<file path="src/rtl/cdc_pkg.sv">
// Shared types and parameter legality helpers for the clock-domain-crossing input blocks.
package cdc_pkg;

  typedef enum logic {ST_STABLE, ST_CHECK} debounce_state_t;

  function automatic bit debounce_params_ok(input int sync_stages, input int debounce_cycles);
    return (sync_stages >= 2) && (debounce_cycles >= 1);
  endfunction

endpackage

</file>
<file path="src/rtl/debounce_sync.sv">
// Flop-chain synchronizer plus debounce FSM: turns a raw asynchronous level into a
// stable registered level with single-cycle rise/fall pulses.
module debounce_sync
  import cdc_pkg::*;
#(
  parameter int   SYNC_STAGES     = 2,
  parameter int   DEBOUNCE_CYCLES = 1000,
  parameter logic RESET_LEVEL     = 1'b0
) (
  input  logic clk,
  input  logic reset,
  input  logic signal_async,
  output logic level,
  output logic rise_pulse,
  output logic fall_pulse,
  output logic busy
);

  localparam int CNT_W = $clog2(DEBOUNCE_CYCLES + 1);
  localparam logic [CNT_W-1:0] CNT_LAST = CNT_W'(DEBOUNCE_CYCLES - 1);

  if (!debounce_params_ok(SYNC_STAGES, DEBOUNCE_CYCLES)) begin : g_param_check
    $error("debounce_sync: SYNC_STAGES must be >= 2 and DEBOUNCE_CYCLES >= 1");
  end

  logic [SYNC_STAGES-1:0] sync_q;
  logic                   synced;
  logic                   differ;
  debounce_state_t        state;
  logic [CNT_W-1:0]       cnt;

  // The chain resets to RESET_LEVEL so synced matches level right out of reset.
  always_ff @(posedge clk) begin
    if (!reset) begin
      sync_q <= {SYNC_STAGES{RESET_LEVEL}};
    end else begin
      sync_q <= {sync_q[SYNC_STAGES-2:0], signal_async};
    end
  end

  assign synced = sync_q[SYNC_STAGES-1];
  assign differ = (synced != level);

  // busy mirrors the state register and is the externally visible view of the FSM.
  always_ff @(posedge clk) begin
    if (!reset) begin
      state      <= ST_STABLE;
      cnt        <= '0;
      level      <= RESET_LEVEL;
      rise_pulse <= 1'b0;
      fall_pulse <= 1'b0;
      busy       <= 1'b0;
    end else begin
      rise_pulse <= 1'b0;
      fall_pulse <= 1'b0;
      case (state)
        ST_STABLE: begin
          if (differ) begin
            if (DEBOUNCE_CYCLES == 1) begin
              level      <= synced;
              rise_pulse <= synced;
              fall_pulse <= !synced;
              cnt        <= '0;
            end else begin
              state <= ST_CHECK;
              busy  <= 1'b1;
              cnt   <= CNT_W'(1);
            end
          end else begin
            cnt <= '0;
          end
        end
        ST_CHECK: begin
          if (!differ) begin
            state <= ST_STABLE;
            busy  <= 1'b0;
            cnt   <= '0;
          end else if (cnt == CNT_LAST) begin
            level      <= synced;
            rise_pulse <= synced;
            fall_pulse <= !synced;
            state      <= ST_STABLE;
            busy       <= 1'b0;
            cnt        <= '0;
          end else begin
            cnt <= cnt + CNT_W'(1);
          end
        end
        default: begin
          state <= ST_STABLE;
          busy  <= 1'b0;
          cnt   <= '0;
        end
      endcase
    end
  end

endmodule

</file>
<file path="config.mk">
export PLATFORM = sky130hd
export DESIGN_NAME = debounce_sync
export DESIGN_NICKNAME = d
export VERILOG_FILES = /design/src/rtl/cdc_pkg.sv /design/src/rtl/debounce_sync.sv
export SDC_FILE = /design/constraint.sdc
export NUM_CORES = 1
export LEC_CHECK = 0
export ABC_AREA = 1
export CAP_MARGIN = 20
export CORE_MARGIN = 2
export CORE_UTILIZATION = 57
export CTS_CLUSTER_DIAMETER = 100
export DETAILED_ROUTE_END_ITERATION = 16
export PLACE_DENSITY_LB_ADDON = 0.12
export SLEW_MARGIN = 20
export SYNTH_ARGS = -nofsm -noshare
export SYNTH_HDL_FRONTEND = slang
export SYNTH_SLANG_ARGS = --single-unit
</file>
<file path="constraint.sdc">
create_clock -name clk -period 2.7 [get_ports clk]
set_clock_uncertainty 0.05 [all_clocks]
set_input_delay 0.27 -clock clk [delete_from_list [all_inputs] [get_ports clk]]
set_output_delay 0.27 -clock clk [all_outputs]
set_load 0.1 [all_outputs]
</file>
Word level (Yosys, flattened, before mapping). Cells that the tools add are included.

Register bits: 17. Input port bits: 3. Word-level logic and storage cells: 29.

$add $sub $neg: 1. Equality and inequality tests: 4. Muxes and demuxes: 12. Bitwise gates (word level): 1. Reductions and logical operators: 4.

Operators by type and width (count): 10-bit two-way mux (2); 10-bit one-hot mux with 2 select lines (1); 10-bit by 1-bit adder with 10-bit output (second input constant) (1); 10-bit equality test (second input constant) (1); 1-bit two-way mux (7); 1-bit one-hot mux with 2 select lines (2); 4-bit AND reduction (1); 3-bit by 2-bit inequality test with 1-bit output (second input constant) (1); 3-bit AND reduction (1); 2-bit inequality test (second input constant) (1); 2-bit AND reduction (1); 1-bit logical NOT (1); 1-bit inequality test (1); 1-bit NOT (1).

Depth between registers and ports, before layout.
Depth in word-level cells: 4. Mapped depth: 8.

Least setup slack after synthesis. No wires, ideal clock.

Path type: reg-to-reg. From: register level. To: register cnt[8]. Setup time: 0.072 ns. Data arrival time: 1.633 ns. Data required time: 2.578 ns. Setup slack: 0.945 ns. Cell stages (with the launch flop): 7. Buffers on the path: 0. Clock period less this slack: 1.755 ns. Cells stage by stage: dfxtp_1 > inv_1 > nand2_2 > nand2_2 > nor2_4 > nand3_2 > a21oi_1.

Cells in the longest elaborated chain, start to end: 3.

Ends and longest elaborated chain: start, declared (RTL line debounce_sync.sv:13) `output logic level,`; start signal, assigned (RTL line debounce_sync.sv:60) `level <= synced;`; start signal, assigned (RTL line debounce_sync.sv:79) `level <= synced;`; 1-bit inequality test (RTL line debounce_sync.sv:42) `assign differ = (synced != level);`; 10-bit two-way mux (RTL line debounce_sync.sv:74) `if (!differ) begin`; 10-bit one-hot mux with 2 select lines (RTL line debounce_sync.sv:56) `case (state)`; end signal, assigned (RTL line debounce_sync.sv:86) `cnt <= cnt + CNT_W'(1);`; end, declared (RTL line debounce_sync.sv:30) `logic [CNT_W-1:0] cnt;`.

No other way between the ends. A chain may end at the register's enable or synchronous reset.

Final worst setup path.
From: register cnt[0]. To: register cnt[8].

Cells in the longest elaborated chain, start to end: 4. Elaborated cells between the ends (all ways): 5. Those cells by class: add/sub: 1; eq/ne: 1; mux: 3.

Ends and longest elaborated chain: 10-bit by 1-bit adder with 10-bit output or 10-bit equality test (tied branches) (RTL line debounce_sync.sv:86, debounce_sync.sv:78); 10-bit two-way mux * (RTL line debounce_sync.sv:78) `end else if (cnt == CNT_LAST) begin`; 10-bit two-way mux * (RTL line debounce_sync.sv:74); 10-bit one-hot mux with 2 select lines * (RTL line debounce_sync.sv:56).

Mark *: on every way between the ends. The rest lies on a longest branch, timed or not.

==> impl_results.md <==
- Run status: complete, no violations
- # hold bufs at CTS: 0
- Inserted Clock Buffers: 3
- Starting Density: 59.76%
- Commonest cells after routing, fill and taps aside: nor2_1, dfxtp_1, nand2_1
- I/O pin count: 7
- R2r setup slk: 1.36 ns
- Inst Count DP: 118
- Synth Register Bits: 17
- Crit path DAT: 1.52 ns
- Worst vdd ir: 268.2 µV
- Core area: 1269 µm²
- 1st-iter DRT viols: 11
- Tightest Pin Transition: 0.2781 ns
- Gpl congestion: 0.7418
- Syn. warnings: 0
- Fill cell count: 111
- I/O Buffers: 6
- Antenna violations before repair: 0
- Gr ovfl total: 0
- Design area: 854.6 µm²
- Sequential area share after synthesis: 44.88%
- DP Wirelength: 860.3 µm
- Largest net degree at the start of global routing: 11
- Resize count post-CTS: 0
- CP startpoint kind: flip-flop
- H-tree level count: 1
- Worst reg2reg path startpoint: cnt[0]
- Final hold viol count: 0
- Vias in the first global route: 472
- # DRC: 0
- Clk pin slew, worst setup/hold paths: 0.10 ns
- Avg Inst Size Synth: 7.817 µm²
- RSZ-0062 raised after global routing: no
- Syn Nets: 101
- Cell count after synthesis: 97
- Maxcap violations: 0
- Worst setup margin: 1.360 ns
- Tmin final: 1.340 ns
- N_diodes: 0
- Tot Pwr: 0.4095 mW
- Pleak: 0.3196 nW
- Total number of vias: 565
- Row count: 13
- Post-layout nets: 112
- Drt first pass iters: 4
- Fin cells: 122
- Detailed Route WL: 1140 µm
- Reg2Reg Depth: 6
- Max Slew Vio Count: 0
- Vias per cell: 4.631
- Hold wc startpoint: sync_q[0]
- PwrDens: 479.2 nW/µm²
- DIE AREA: 1638 µm²
- Dpl ws: 1.277 ns
- Wire per inst: 9.344 µm
- Share of cells above drive strength 1: 25.23%
- Die height: 40.47 µm
- Final ANT Viol Nets: 0
- Final TNS setup: 0 ns
- GRT Util Overall: 17.83%
- Max Root-Sink Buffers: 2
- Hold worst-path end: sync_q[1]
- Class of the worst hold path: reg2reg
- Max FO, Critical Path: 9
- Worst R2R End: cnt[8]
- Slew headroom: 81.61%
- Worst-Skew Late Latency: 0.30 ns
- Die X: 40.47 µm
- Cell area after synthesis: 758.2 µm²
- Dpl cell area: 827.0 µm²
- Postcts setup bufs: 0
- Peak Freq: 746.3 MHz
- Required @ worst endpoint: 2.88 ns
- Hold slack final: 0.3704 ns
- CTS root buf: clkbuf_4
- Post-synth cell types: 19
- Global-route wire length before repair: 1856 µm
- Clk sink count: 17
- Hold depth: 2
- CTS tree: done
- CP endpoint kind: flip-flop
- Final Core Density: 67.36%
- Period utilization: 49.63%
- Area Growth Syn to Fin: 12.71%
- Final setup fails: 0
- Critical path class: reg2reg
how the worst max path moves through the flow:
stage / start / endpoint / cells after the start
2_1_floorplan: level / cnt[8] / 6
3_3_place_gp: reset / cnt[8] / 3
3_5_place_dp: reset / cnt[8] / 3
4_1_cts: cnt[0] / cnt[8] / 6
5_1_grt: cnt[0] / cnt[8] / 6
6_report: cnt[0] / cnt[8] / 6
worst max-delay path, stage by stage (launching register included):
cell     delay, ns
dfxtp_1       0.34
ha_1          0.23
nand2_1       0.08
nor2_1        0.04
nand3_1       0.13
nand3_2       0.21
a21oi_1       0.18
logic make-up after synthesis:
kind of cell    count (synthesis)  share of synthesized area [%]
buf+inv                        14                          6.931
compound gates                  7                          5.446
simple gates                   54                          36.47
xor+xnor                        4                          4.620
flops                          17                          44.88
fa+ha+maj                       1                          1.650
layer usage:
layer / global-route usage [%] / routed length, µm
met4: 15.00 / 36
met1: 23.41 / 617
met2: 24.60 / 458
met5: 0 / 0
met3: 3.333 / 27
layout make-up:
class                           count  area (µm²)  area share [%]
Multi-Input combinational cell     66       365.4           42.75
Sequential cell                    17       340.3           39.82
Inverter                           14       52.55           6.149
Timing Repair Buffer                6       50.05           5.857
Clock buffer                        3       22.52           2.635
Tap cell                           15       18.77           2.196
Clock inverter                      1       5.005          0.5857
cell usage after synthesis:
master     n  share of area (%)
dfxtp_1   17                 45
nor2_1    17                8.4
nand2_1   16                7.9
inv_1     12                5.9
nand2_2    5                4.1
nor2_2     5                4.1
xor2_1     4                4.6
nand3_1    3                2.0
nor3_2     3                4.0
o21ai_0    3                2.0
a21oi_1    2                1.3
inv_2      2               0.99
nand3_2    2                2.6
a21boi_0   1               0.99
a21oi_2    1                1.2
ha_1       1                1.6
nand3b_1   1               0.99
nand4_1    1               0.83
nor2_4     1                1.5
power breakdown:
group	internal (mW)	switching, mW	total [mW]
registers	0.254	0.00170	0.255
logic	0.00630	0.0123	0.0186
clock network	0.0552	0.0804	0.136
total	0.315	0.0944	0.410
registers in the layout, summed over array words and instances (netlist names):
name / flops
rise_pulse: 1
fall_pulse: 1
busy: 1
state: 1
level: 1
sync_q: 2
cnt: 10
Note: power is estimated with default switching activity, not from simulation.
